===== config.mk =====
export PLATFORM = sky130hd
export DESIGN_NAME = ci_master
export DESIGN_NICKNAME = d
export VERILOG_FILES = /design/src/rtl/ci_master.sv
export SDC_FILE = /design/constraint.sdc
export NUM_CORES = 1
export LEC_CHECK = 0
export CORE_MARGIN = 2
export CORE_UTILIZATION = 36
export CTS_BUF_LIST = sky130_fd_sc_hd__clkbuf_8
export DETAILED_ROUTE_END_ITERATION = 8
export PLACE_DENSITY = 0.78
export SYNTH_ARGS = -nofsm -noshare
export SYNTH_HDL_FRONTEND = slang
export SYNTH_SLANG_ARGS = --single-unit
export TNS_END_PERCENT = 10

===== constraint.sdc =====
create_clock -name clk -period 3.5 [get_ports clk]
set_input_delay 0.7 -clock clk [delete_from_list [all_inputs] [get_ports clk]]
set_output_delay 0.7 -clock clk [all_outputs]
set_load 0.005 [all_outputs]

===== src/rtl/ci_master.sv =====
// ---------------------------------------------------------------------------
// ci_master
//
// Bridges a valid/ready command/response stream to a multi-cycle custom-
// instruction slave. One command is in flight at a time:
//   IDLE  -> accept a command and latch its operands for the slave
//   ISSUE -> one-cycle start pulse to the slave (clock enable on)
//   WAIT  -> hold the slave enabled until it signals done
//   RESP  -> present the captured result until the consumer takes it
//
// Optional feature (macro CI_TIMEOUT_EN):
//   When defined, WAIT is bounded to TIMEOUT_CYCLES cycles. If done never
//   arrives, the operation is aborted with rsp_data = 0 and rsp_err = 1.
//   A done in the last allowed cycle still completes normally.
//   When undefined, WAIT lasts until done and rsp_err is tied low.
//
// Ports
//   clk, rst               clock; asynchronous active-high reset
//   cmd_valid/cmd_ready    command handshake
//   cmd_a, cmd_b, cmd_n    operand words and instruction selector
//   rsp_valid/rsp_ready    response handshake
//   rsp_data, rsp_err      captured slave result; timeout abort flag
//   dataa, datab, n        operands/selector held for the slave
//   start, clk_en          slave start pulse and clock enable
//   result, done           slave result and completion strobe
//   busy                   high whenever an operation is in progress
// ---------------------------------------------------------------------------
module ci_master #(
  parameter int unsigned TIMEOUT_CYCLES = 1024
) (
  input  logic        clk,
  input  logic        rst,
  input  logic        cmd_valid,
  output logic        cmd_ready,
  input  logic [31:0] cmd_a,
  input  logic [31:0] cmd_b,
  input  logic [7:0]  cmd_n,
  output logic        rsp_valid,
  input  logic        rsp_ready,
  output logic [31:0] rsp_data,
  output logic        rsp_err,
  output logic [31:0] dataa,
  output logic [31:0] datab,
  output logic [7:0]  n,
  output logic        start,
  output logic        clk_en,
  input  logic [31:0] result,
  input  logic        done,
  output logic        busy
);

  typedef enum logic [1:0] {
    ST_IDLE  = 2'd0,
    ST_ISSUE = 2'd1,
    ST_WAIT  = 2'd2,
    ST_RESP  = 2'd3
  } state_t;

  // A zero-cycle wait limit would make the timeout unreachable.
  if (TIMEOUT_CYCLES == 0) begin : g_param_chk
    $error("ci_master: TIMEOUT_CYCLES must be at least 1");
  end

  state_t      state_q, state_d;
  logic [31:0] dataa_q, dataa_d;
  logic [31:0] datab_q, datab_d;
  logic [7:0]  n_q, n_d;
  logic [31:0] rsp_data_q, rsp_data_d;

`ifdef CI_TIMEOUT_EN
  localparam int unsigned CNT_W = (TIMEOUT_CYCLES > 1) ? $clog2(TIMEOUT_CYCLES) : 1;
  // Counter value seen in the last permitted WAIT cycle.
  localparam logic [CNT_W-1:0] TMO_LAST = CNT_W'(TIMEOUT_CYCLES - 1);

  logic [CNT_W-1:0] tmo_cnt_q, tmo_cnt_d;
  logic             rsp_err_q, rsp_err_d;
`endif

  // Next-state and datapath capture for the command/response sequencer.
  always_comb begin
    state_d    = state_q;
    dataa_d    = dataa_q;
    datab_d    = datab_q;
    n_d        = n_q;
    rsp_data_d = rsp_data_q;
`ifdef CI_TIMEOUT_EN
    tmo_cnt_d  = tmo_cnt_q;
    rsp_err_d  = rsp_err_q;
`endif
    case (state_q)
      ST_IDLE: begin
        // cmd_ready is high throughout IDLE outside reset, and reset
        // overrides every register, so cmd_valid alone qualifies here.
        if (cmd_valid) begin
          dataa_d = cmd_a;
          datab_d = cmd_b;
          n_d     = cmd_n;
          state_d = ST_ISSUE;
        end else begin
          state_d = ST_IDLE;
        end
      end
      ST_ISSUE: begin
`ifdef CI_TIMEOUT_EN
        tmo_cnt_d = '0;
`endif
        state_d = ST_WAIT;
      end
      ST_WAIT: begin
        if (done) begin
          // done takes priority over a timeout expiring in the same cycle.
          rsp_data_d = result;
`ifdef CI_TIMEOUT_EN
          rsp_err_d  = 1'b0;
`endif
          state_d    = ST_RESP;
`ifdef CI_TIMEOUT_EN
        end else if (tmo_cnt_q == TMO_LAST) begin
          rsp_data_d = 32'h0000_0000;
          rsp_err_d  = 1'b1;
          state_d    = ST_RESP;
        end else begin
          tmo_cnt_d  = tmo_cnt_q + CNT_W'(1);
          state_d    = ST_WAIT;
`else
        end else begin
          state_d    = ST_WAIT;
`endif
        end
      end
      ST_RESP: begin
        // Always return through IDLE so a fresh command waits a cycle.
        if (rsp_ready) begin
          state_d = ST_IDLE;
        end else begin
          state_d = ST_RESP;
        end
      end
      default: begin
        state_d = ST_IDLE;
      end
    endcase
  end

  // State and datapath registers.
  always_ff @(posedge clk or posedge rst) begin
    if (rst) begin
      state_q    <= ST_IDLE;
      dataa_q    <= 32'h0000_0000;
      datab_q    <= 32'h0000_0000;
      n_q        <= 8'h00;
      rsp_data_q <= 32'h0000_0000;
`ifdef CI_TIMEOUT_EN
      tmo_cnt_q  <= '0;
      rsp_err_q  <= 1'b0;
`endif
    end else begin
      state_q    <= state_d;
      dataa_q    <= dataa_d;
      datab_q    <= datab_d;
      n_q        <= n_d;
      rsp_data_q <= rsp_data_d;
`ifdef CI_TIMEOUT_EN
      tmo_cnt_q  <= tmo_cnt_d;
      rsp_err_q  <= rsp_err_d;
`endif
    end
  end

  // Control outputs decode straight from the state register; cmd_ready is
  // additionally gated by rst so nothing is accepted while reset is held.
  assign cmd_ready = (state_q == ST_IDLE) & ~rst;
  assign start     = (state_q == ST_ISSUE);
  assign clk_en    = (state_q == ST_ISSUE) | (state_q == ST_WAIT);
  assign rsp_valid = (state_q == ST_RESP);
  assign busy      = (state_q != ST_IDLE);

  assign dataa     = dataa_q;
  assign datab     = datab_q;
  assign n         = n_q;
  assign rsp_data  = rsp_data_q;
`ifdef CI_TIMEOUT_EN
  assign rsp_err   = rsp_err_q;
`else
  assign rsp_err   = 1'b0;
`endif

endmodule


## Word-level counts from Yosys, hierarchy flattened

Cells that the tools add are included.
W data, S select, Z words.

- Register bits: 106
- Bits in latches: 0
- Memory bits (writable): 0
- Memory bits (read-only): 0
- Input port bits: 109
- Word-level logic and storage cells: 19
- Memories: 0

- Add/sub/neg operators: 0
- Multipliers: 0
- Div/mod/pow operators: 0
- Magnitude comparators: 0
- Eq/ne operators: 3
- Shift-type cells: 0
- Mux-type cells: 4
- Bitwise operators: 3
- Reduce and logical (&&, ||, !) cells: 4

Operators with widths:

| cell | count |
|---|---|
| $pmux W2 S4 | 1 |
| $eq A2 B2 Y1 const B | 2 |
| $reduce_and A2 Y1 | 2 |
| $eq A2 B1 Y1 const B | 1 |
| $logic_not A2 Y1 | 1 |
| $mux W1 | 2 |
| $mux W2 | 1 |
| $reduce_bool A2 Y1 | 1 |
| $and A1 B1 Y1 | 1 |
| $not A1 Y1 | 1 |
| $or A1 B1 Y1 | 1 |

## Depth between registers and ports, before layout

Gate-level depths: netlist of run 1.

- Depth after elaboration: 2
- Depth in mapped cells: 5
- Gate-level depth less buffers: 4

## Least setup slack after synthesis of run 1

OpenSTA, ideal clock, no wires.

- Path type: reg-to-output
- Start point: reg state_q[1]
- End point: out cmd_ready
- Arrival: 893 ps
- Required time: 2800 ps
- Setup slack: 1907 ps
- Cell stages (with the launch flop): 5
- Cells stage by stage: dfrtp_1 > inv_1 > ha_1 > inv_1 > nor2_1

- Longest elaborated chain between the ends: 2

Ends and longest elaborated chain:

| element | line | source |
|---|---|---|
| from (decl) | 64 | `state_t state_q, state_d;` |
| from (signal assigned) | 158 | `state_q <= state_d;` |
| $logic_not A2 Y1 | 172 | `assign cmd_ready = (state_q == ST_IDLE) & ~rst;` |
| $and A1 B1 Y1 | 172 |  |
| to (decl) | 34 | `output logic cmd_ready,` |

No other way between the ends.

## Worst setup path after layout of run 1

- Start point: reg state_q[0]
- End point: out cmd_ready

Same word-level chain as after synthesis.

==> out/metrics.json, run 1 <==
{
  "routing": {
    "post_detailed_routing_wire_length_um": 9660,
    "remaining_drc_errors": 0,
    "first_iter_violations": 65,
    "drt-vias-per-instance": 4.58,
    "detail_route.wl_per_cell_um": 16.0,
    "detailroute.via_count": 2759,
    "drt-pass1-iter-count": 2,
    "final_antenna_violating_net_count": 0
  },
  "worst_setup_path": {
    "critical_path.endpoint_type": "output port",
    "required_ns": 2.80,
    "worst-path-max-fanout": 4,
    "crit_type": "reg -> out",
    "timing.critical_path.from_type": "flip-flop",
    "worstPathArrival_ns": 1.86
  },
  "global_routing": {
    "grt_remaining_overflow": 0,
    "grt_pass1_wl_um": 15600,
    "groute.usage.overall": 0.161,
    "grt_antenna_before_repair": 0,
    "maximum_number_of_pins_on_one_net_before_global_route_repair": 73,
    "grt_pass1_vias": 3070
  },
  "job": {
    "timing.max_cap.violations": 0
  },
  "logic_synthesis": {
    "synth.cells.most_frequent": "sky130_fd_sc_hd__dfrtp_1 (106), sky130_fd_sc_hd__mux2_2 (98), sky130_fd_sc_hd__clkbuf_8 (7), sky130_fd_sc_hd__inv_1 (6), sky130_fd_sc_hd__mux2_4 (6)",
    "yosysTopAreaCellShare": 0.646,
    "syn-cell-area_mm2": 0.00411,
    "ys_ff_latch": 106,
    "synthMostInstantiatedCell": "sky130_fd_sc_hd__dfrtp_1",
    "syn_area_per_cell_um2": 17.0,
    "synth.top_cells.by_area": "sky130_fd_sc_hd__dfrtp_1 (65%), sky130_fd_sc_hd__mux2_2 (27%), sky130_fd_sc_hd__clkbuf_8 (2.3%)",
    "synthesized_instance_count": 241,
    "synth_warnings": 0,
    "post_synth_num_cell_types": 15,
    "synth.yosys.seq_area_share": 0.646,
    "mappedNetlistNets": 355,
    "synthFlopType": "sky130_fd_sc_hd__dfrtp_1",
    "synth_enable_flop_cells": 0,
    "async_flop_share": 1.00,
    "synth_top_cell_by_area": "sky130_fd_sc_hd__dfrtp_1"
  },
  "clock_network": {
    "clock_path_buffers": 2,
    "number_of_buffers_added_to_fix_hold_violations_after_cts": 0,
    "cts.sinks": 106,
    "cts.htree.levels": 3,
    "postCtsResizedCells": 0,
    "clock_tree_from_tritoncts": "done",
    "cts_made_buffers": 9,
    "worst_skew_pair.late_latency_ns": 0.36,
    "clk_root_buffer_cell": "sky130_fd_sc_hd__clkbuf_8",
    "post-cts-setup-buffer-count": 0,
    "clock_transition_at_the_register_clock_pins_on_the_worst_setup_and_hold_paths_after_cts_ns": 0.10
  },
  "finish": {
    "final_net_count": 573,
    "share_of_layout_cells_above_drive_strength_1": 0.263,
    "area_growth_pct": 59.8,
    "num_antenna_cells": 0
  },
  "floorplan": {
    "initial_core_utilization": 0.374,
    "io_pins": 219,
    "rows": 38,
    "dieWidth_um": 111,
    "placeableCoreArea_mm2": 0.0110,
    "die_area_mm2": 0.0123,
    "die_h_um": 111
  },
  "place": {
    "gp_congestion": 0.773,
    "place.port_buffers": 217,
    "placed_wire_length_estimate_after_detailed_placement_um": 7060
  },
  "sta": {
    "worst_relative_slew_slack": 0.338,
    "drv_slew": 0,
    "finalSetupViolations": 0,
    "clock.fmax_mhz": 391,
    "timing_worst_slew_pin_value_ns": 0.994,
    "fin_crit_ns": 2.56,
    "grt_setup_unrepaired": "no",
    "fin_tns_setup_ns": 0,
    "report.final.hold_viol_count": 0,
    "fin_skew_ns": 0.0107,
    "fin_crit_sh": 0.731
  },
  "power": {
    "power.ir.vdd_worst_uv": 463,
    "power_w": 0.00552,
    "static-leakage-power_nw": 2.78,
    "power-per-cell-area_mw_per_mm2": 842
  },
  "worst_hold_path": {
    "hold_class": "reg -> reg"
  },
  "run_status": {
    "run_status": "complete, no violations"
  }
}
-- flip-flops by register name, indices dropped and copies added, names as in the netlist --
register  count
n             8
state_q       2
dataa        32
rsp_data     32
datab        32
-- stage by stage --
stage / instance area, µm² / utilization / setup WS [ns] / instances / hold slack [ns]
after floorplan: 4110 / - / 0.0111 / 241 / 0.504
after global placement: 6360 / 0.579 / 1.02 / 588 / 0.486
after detailed placement: 6360 / 0.579 / 0.996 / 588 / 0.493
after CTS: 6560 / 0.597 / 0.895 / 603 / 0.515
after global routing: 6560 / 0.597 / 0.814 / 603 / 0.525
final: 6560 / 0.597 / 0.943 / 603 / 0.509
-- final timing paths --
check | startpoint | endpoint | slack, ns | cells past startpoint
hold reg to reg | dataa[8]$_DFFE_PP0P_ | dataa[8]$_DFFE_PP0P_ | 0.51 | 1
setup reg to reg | state_q[0]$_DFF_PP0_ | datab[2]$_DFFE_PP0P_ | 1.43 | 4
hold / removal | dataa[8]$_DFFE_PP0P_ | dataa[8]$_DFFE_PP0P_ | 0.51 | 1
max in group asynchronous | rst | datab[9]$_DFFE_PP0P_ | 1.96 | 3
min in group asynchronous | rst | rsp_data[8]$_DFFE_PP0P_ | 0.80 | 2
setup / recovery | state_q[0]$_DFF_PP0_ | cmd_ready | 0.94 | 5
-- critical path: stages (launching register included) --
cell and delay [ns]:
sky130_fd_sc_hd__dfrtp_1 0.43, sky130_fd_sc_hd__inv_1 0.12, sky130_fd_sc_hd__ha_1 0.23, sky130_fd_sc_hd__inv_1 0.08, sky130_fd_sc_hd__nor2_1 0.11, sky130_fd_sc_hd__clkdlybuf4s50_1 0.52
-- routing by layer --
metal	vias to the layer above	part of all wire	GRT usage
met5	-	0	0
met4	0	0.016	0.0675
met3	10	0.092	0.0651
met2	131	0.51	0.279
met1	1359	0.38	0.176
li1	1259	-	-
-- cell usage in the layout (no fill, tap or decap) --
master and instances:
sky130_fd_sc_hd__clkinv_2 1, sky130_fd_sc_hd__dfrtp_1 106, sky130_fd_sc_hd__conb_1 1, sky130_fd_sc_hd__clkbuf_8 12
sky130_fd_sc_hd__mux2_4 6, sky130_fd_sc_hd__inv_4 1, sky130_fd_sc_hd__clkdlybuf4s50_1 217, sky130_fd_sc_hd__ha_1 5
sky130_fd_sc_hd__bufinv_16 1, sky130_fd_sc_hd__and2b_1 1, sky130_fd_sc_hd__nand2_4 1, sky130_fd_sc_hd__nand2b_1 1
sky130_fd_sc_hd__mux2_2 98, sky130_fd_sc_hd__nor2_1 2, sky130_fd_sc_hd__inv_1 6, sky130_fd_sc_hd__buf_12 1
sky130_fd_sc_hd__a31oi_1 2, sky130_fd_sc_hd__nand2_2 1
-- logic make-up after synthesis --
| kind of cell | share of synthesized area |
|---|---|
| AO/OA/AOI/OAI | 0.00305 |
| AND/OR/NAND/NOR | 0.00945 |
| flip-flops | 0.646 |
| multiplexers | 0.291 |
| adder cells (fa/ha/maj) | 0.0152 |
| other | 0.000913 |
| buffers and inverters | 0.0344 |
-- layout make-up --
class	instances	area (µm²)
clock buffer	12	165
tap	140	175
clock inverter	3	38.8
sequential	106	2650
timing repair buffer	218	2190
fill	883	4420
inverter	6	25.0
multi-input combinational	118	1310
-- where the power goes --
group	switching (W)	internal [W]
clock network	0.000385	0.000382
logic	0.000759	0.00183
registers	0.000317	0.00185
No activity file was read; power rests on OpenSTA's default activity.
==> inputs of run 2 (changes only) <==
clock period = 2.05 ns   (was 3.5 ns; I/O delays follow)
==> run 2 against run 1 <==
Net effect:
- sequential power grew 70%
- non-clock buffer count is 7 higher
- core utilization up 0.82 points
- sequential share of layout area decreased by 0.55 points
- die area did not move
- clock power up 67%
- worst setup slack worse by 0.79 ns
- combinational power rose by 75%
- final area grew 1.4%
- first-iteration DRC count decreased by 6.2%
==> out/metrics.json, run 2 (synthesis gave the netlist of run 1 again) <==
{
  "power": {
    "power-per-cell-area_mw_per_mm2": 1430,
    "switching_share": 0.267,
    "pwr-share-comb": 0.477,
    "static-leakage-power_nw": 2.86,
    "seq_power_share": 0.388,
    "power_report.internal_total_w": 0.00697,
    "power.ir.vdd_worst_uv": 649,
    "switchingPower_w": 0.00253,
    "clock_power_share": 0.135,
    "power_w": 0.00950
  },
  "floorplan": {
    "io_pins": 219,
    "initial_core_utilization": 0.374,
    "die_area_mm2": 0.0123,
    "dieWidth_um": 111,
    "placeableCoreArea_mm2": 0.0110,
    "die_h_um": 111,
    "rows": 38
  },
  "finish": {
    "num_antenna_cells": 0,
    "final_design_area_no_fill_mm2": 0.00665,
    "share_of_layout_cells_above_drive_strength_1": 0.278,
    "final_net_count": 580,
    "commonest_non_fill_non_tap_cells_in_the_layout": "sky130_fd_sc_hd__clkdlybuf4s50_1 (212), sky130_fd_sc_hd__dfrtp_1 (106), sky130_fd_sc_hd__mux2_2 (98)",
    "layout_commonest_cell": "sky130_fd_sc_hd__clkdlybuf4s50_1",
    "instances_no_fill": 611,
    "fin_util": 0.605,
    "area_growth_pct": 62.0,
    "final.fill_count": 865
  },
  "sta": {
    "grt_setup_unrepaired": "no",
    "fin_tns_setup_ns": 0,
    "timing_worst_slew_pin_value_ns": 0.570,
    "worst_relative_slew_slack": 0.620,
    "fin_skew_ns": 0.00906,
    "fin_crit_sh": 0.925,
    "drv_slew": 0,
    "clock.fmax_mhz": 527,
    "report.final.hold_viol_count": 0,
    "finalSetupViolations": 0,
    "fin_crit_ns": 1.90
  },
  "routing": {
    "final_antenna_violating_net_count": 0,
    "detailroute.via_count": 2777,
    "drt-pass1-iter-count": 3,
    "remaining_drc_errors": 0,
    "first_iter_violations": 61,
    "post_detailed_routing_wire_length_um": 9640,
    "drt-vias-per-instance": 4.55,
    "detail_route.wl_per_cell_um": 15.8
  },
  "place": {
    "placed_area_mm2": 0.00642,
    "place.port_buffers": 217,
    "placed_wire_length_estimate_after_detailed_placement_um": 7230,
    "placed_cells_incl_taps": 593,
    "gp_congestion": 0.785
  },
  "worst_setup_path": {
    "cp_cell_sequence": "inv_2, ha_4, inv_1, nor2_1, dlygate4sd2_1",
    "required_ns": 1.64,
    "worstPathArrival_ns": 1.49,
    "buffer_and_inverter_count_on_the_worst_path": 3,
    "timing.critical_path.from_type": "flip-flop",
    "timing.critical_path.slowest_cell_delay_ns": 0.41,
    "critical_path.endpoint_type": "output port",
    "crit_type": "reg -> out",
    "worst-path-max-fanout": 3,
    "critPathSlowestCell": "sky130_fd_sc_hd__dfrtp_1",
    "cp_top_family": "buffers and inverters"
  },
  "worst_hold_path": {
    "hold_class": "reg -> reg"
  },
  "job": {
    "timing.max_cap.violations": 0
  },
  "global_routing": {
    "grt_pass1_wl_um": 15500,
    "groute.usage.overall": 0.160,
    "maximum_number_of_pins_on_one_net_before_global_route_repair": 62,
    "grt_antenna_before_repair": 0,
    "grt_remaining_overflow": 0,
    "grt_pass1_vias": 3052
  },
  "clock_network": {
    "clk_root_buffer_cell": "sky130_fd_sc_hd__clkbuf_8",
    "clock_transition_at_the_register_clock_pins_on_the_worst_setup_and_hold_paths_after_cts_ns": 0.10,
    "number_of_buffers_added_to_fix_hold_violations_after_cts": 0,
    "cts_made_buffers": 9,
    "clock_path_buffers": 2,
    "cts.htree.levels": 3,
    "cts.sinks": 106,
    "clock_tree_from_tritoncts": "done",
    "worst_skew_pair.late_latency_ns": 0.36
  },
  "run_status": {
    "run_status": "complete, no violations"
  }
}
==> run 2: changes by cell type in the layout (fill, tap and decap cells not counted), moves of 2 or more <==
cell	delta
sky130_fd_sc_hd__inv_2	+2
sky130_fd_sc_hd__clkdlybuf4s50_1	-5
sky130_fd_sc_hd__buf_4	+5
sky130_fd_sc_hd__buf_12	+2
sky130_fd_sc_hd__dlymetal6s2s_1	+3
sky130_fd_sc_hd__dlygate4sd2_1	+2
==> run 2: per-layer routing <==
layer | routed length [µm] | part of all wire | track usage
met5 | 0 | 0 | 0
met4 | 248 | 0.026 | 0.0725
met2 | 4670 | 0.48 | 0.260
met3 | 1050 | 0.11 | 0.0705
met1 | 3670 | 0.38 | 0.182
==> run 2: layout make-up <==
type                       count  area, µm²  area share
clock buffer                  11        151      0.0228
inverter                       6       26.3     0.00395
tap                          140        175      0.0263
multi-input combinational    118       1320       0.199
timing repair buffer         225       2270       0.342
clock inverter                 5       46.3     0.00696
sequential                   106       2650       0.399
==> run 2: final timing paths <==
path                                            start                       end  slack [ns]  cells past startpoint
max in group asynchronous                         rst     datab[25]$_DFFE_PP0P_        1.00                      3
worst max-delay path             state_q[0]$_DFF_PP0_                 cmd_ready        0.15                      5
min in group asynchronous                         rst  rsp_data[13]$_DFFE_PP0P_        0.52                      3
worst min register to register  datab[13]$_DFFE_PP0P_     datab[13]$_DFFE_PP0P_        0.51                      1
worst min-delay path            datab[13]$_DFFE_PP0P_     datab[13]$_DFFE_PP0P_        0.51                      1
worst max register to register   state_q[1]$_DFF_PP0_   rsp_data[9]$_DFFE_PP0P_        0.46                      5
==> run 2: per-stage QoR <==
| step | setup WS [ns] | hold WS (ns) |
|---|---|---|
| finish | 0.154 | 0.508 |
| global placement | 0.144 | 0.486 |
| CTS | 0.0161 | 0.513 |
| floorplan | 0.366 | 0.504 |
| global route | 0.0311 | 0.523 |
| detailed placement | 0.0873 | 0.491 |
==> run 2: repair_timing <==
item / CTS / global route
buffers inserted: 2 / 0
endpoints found under the setup margin: 3 / 3
resized for setup: 6 / 3
==> run 2: power groups by stage <==
stage               registers, W  clock network [W]  logic, W
finish                   0.00369            0.00128   0.00453
detailed placement       0.00375                  0   0.00456
CTS                      0.00370            0.00134   0.00464
global placement         0.00369                  0   0.00446
global route             0.00382            0.00142   0.00486
floorplan                0.00380                  0   0.00169
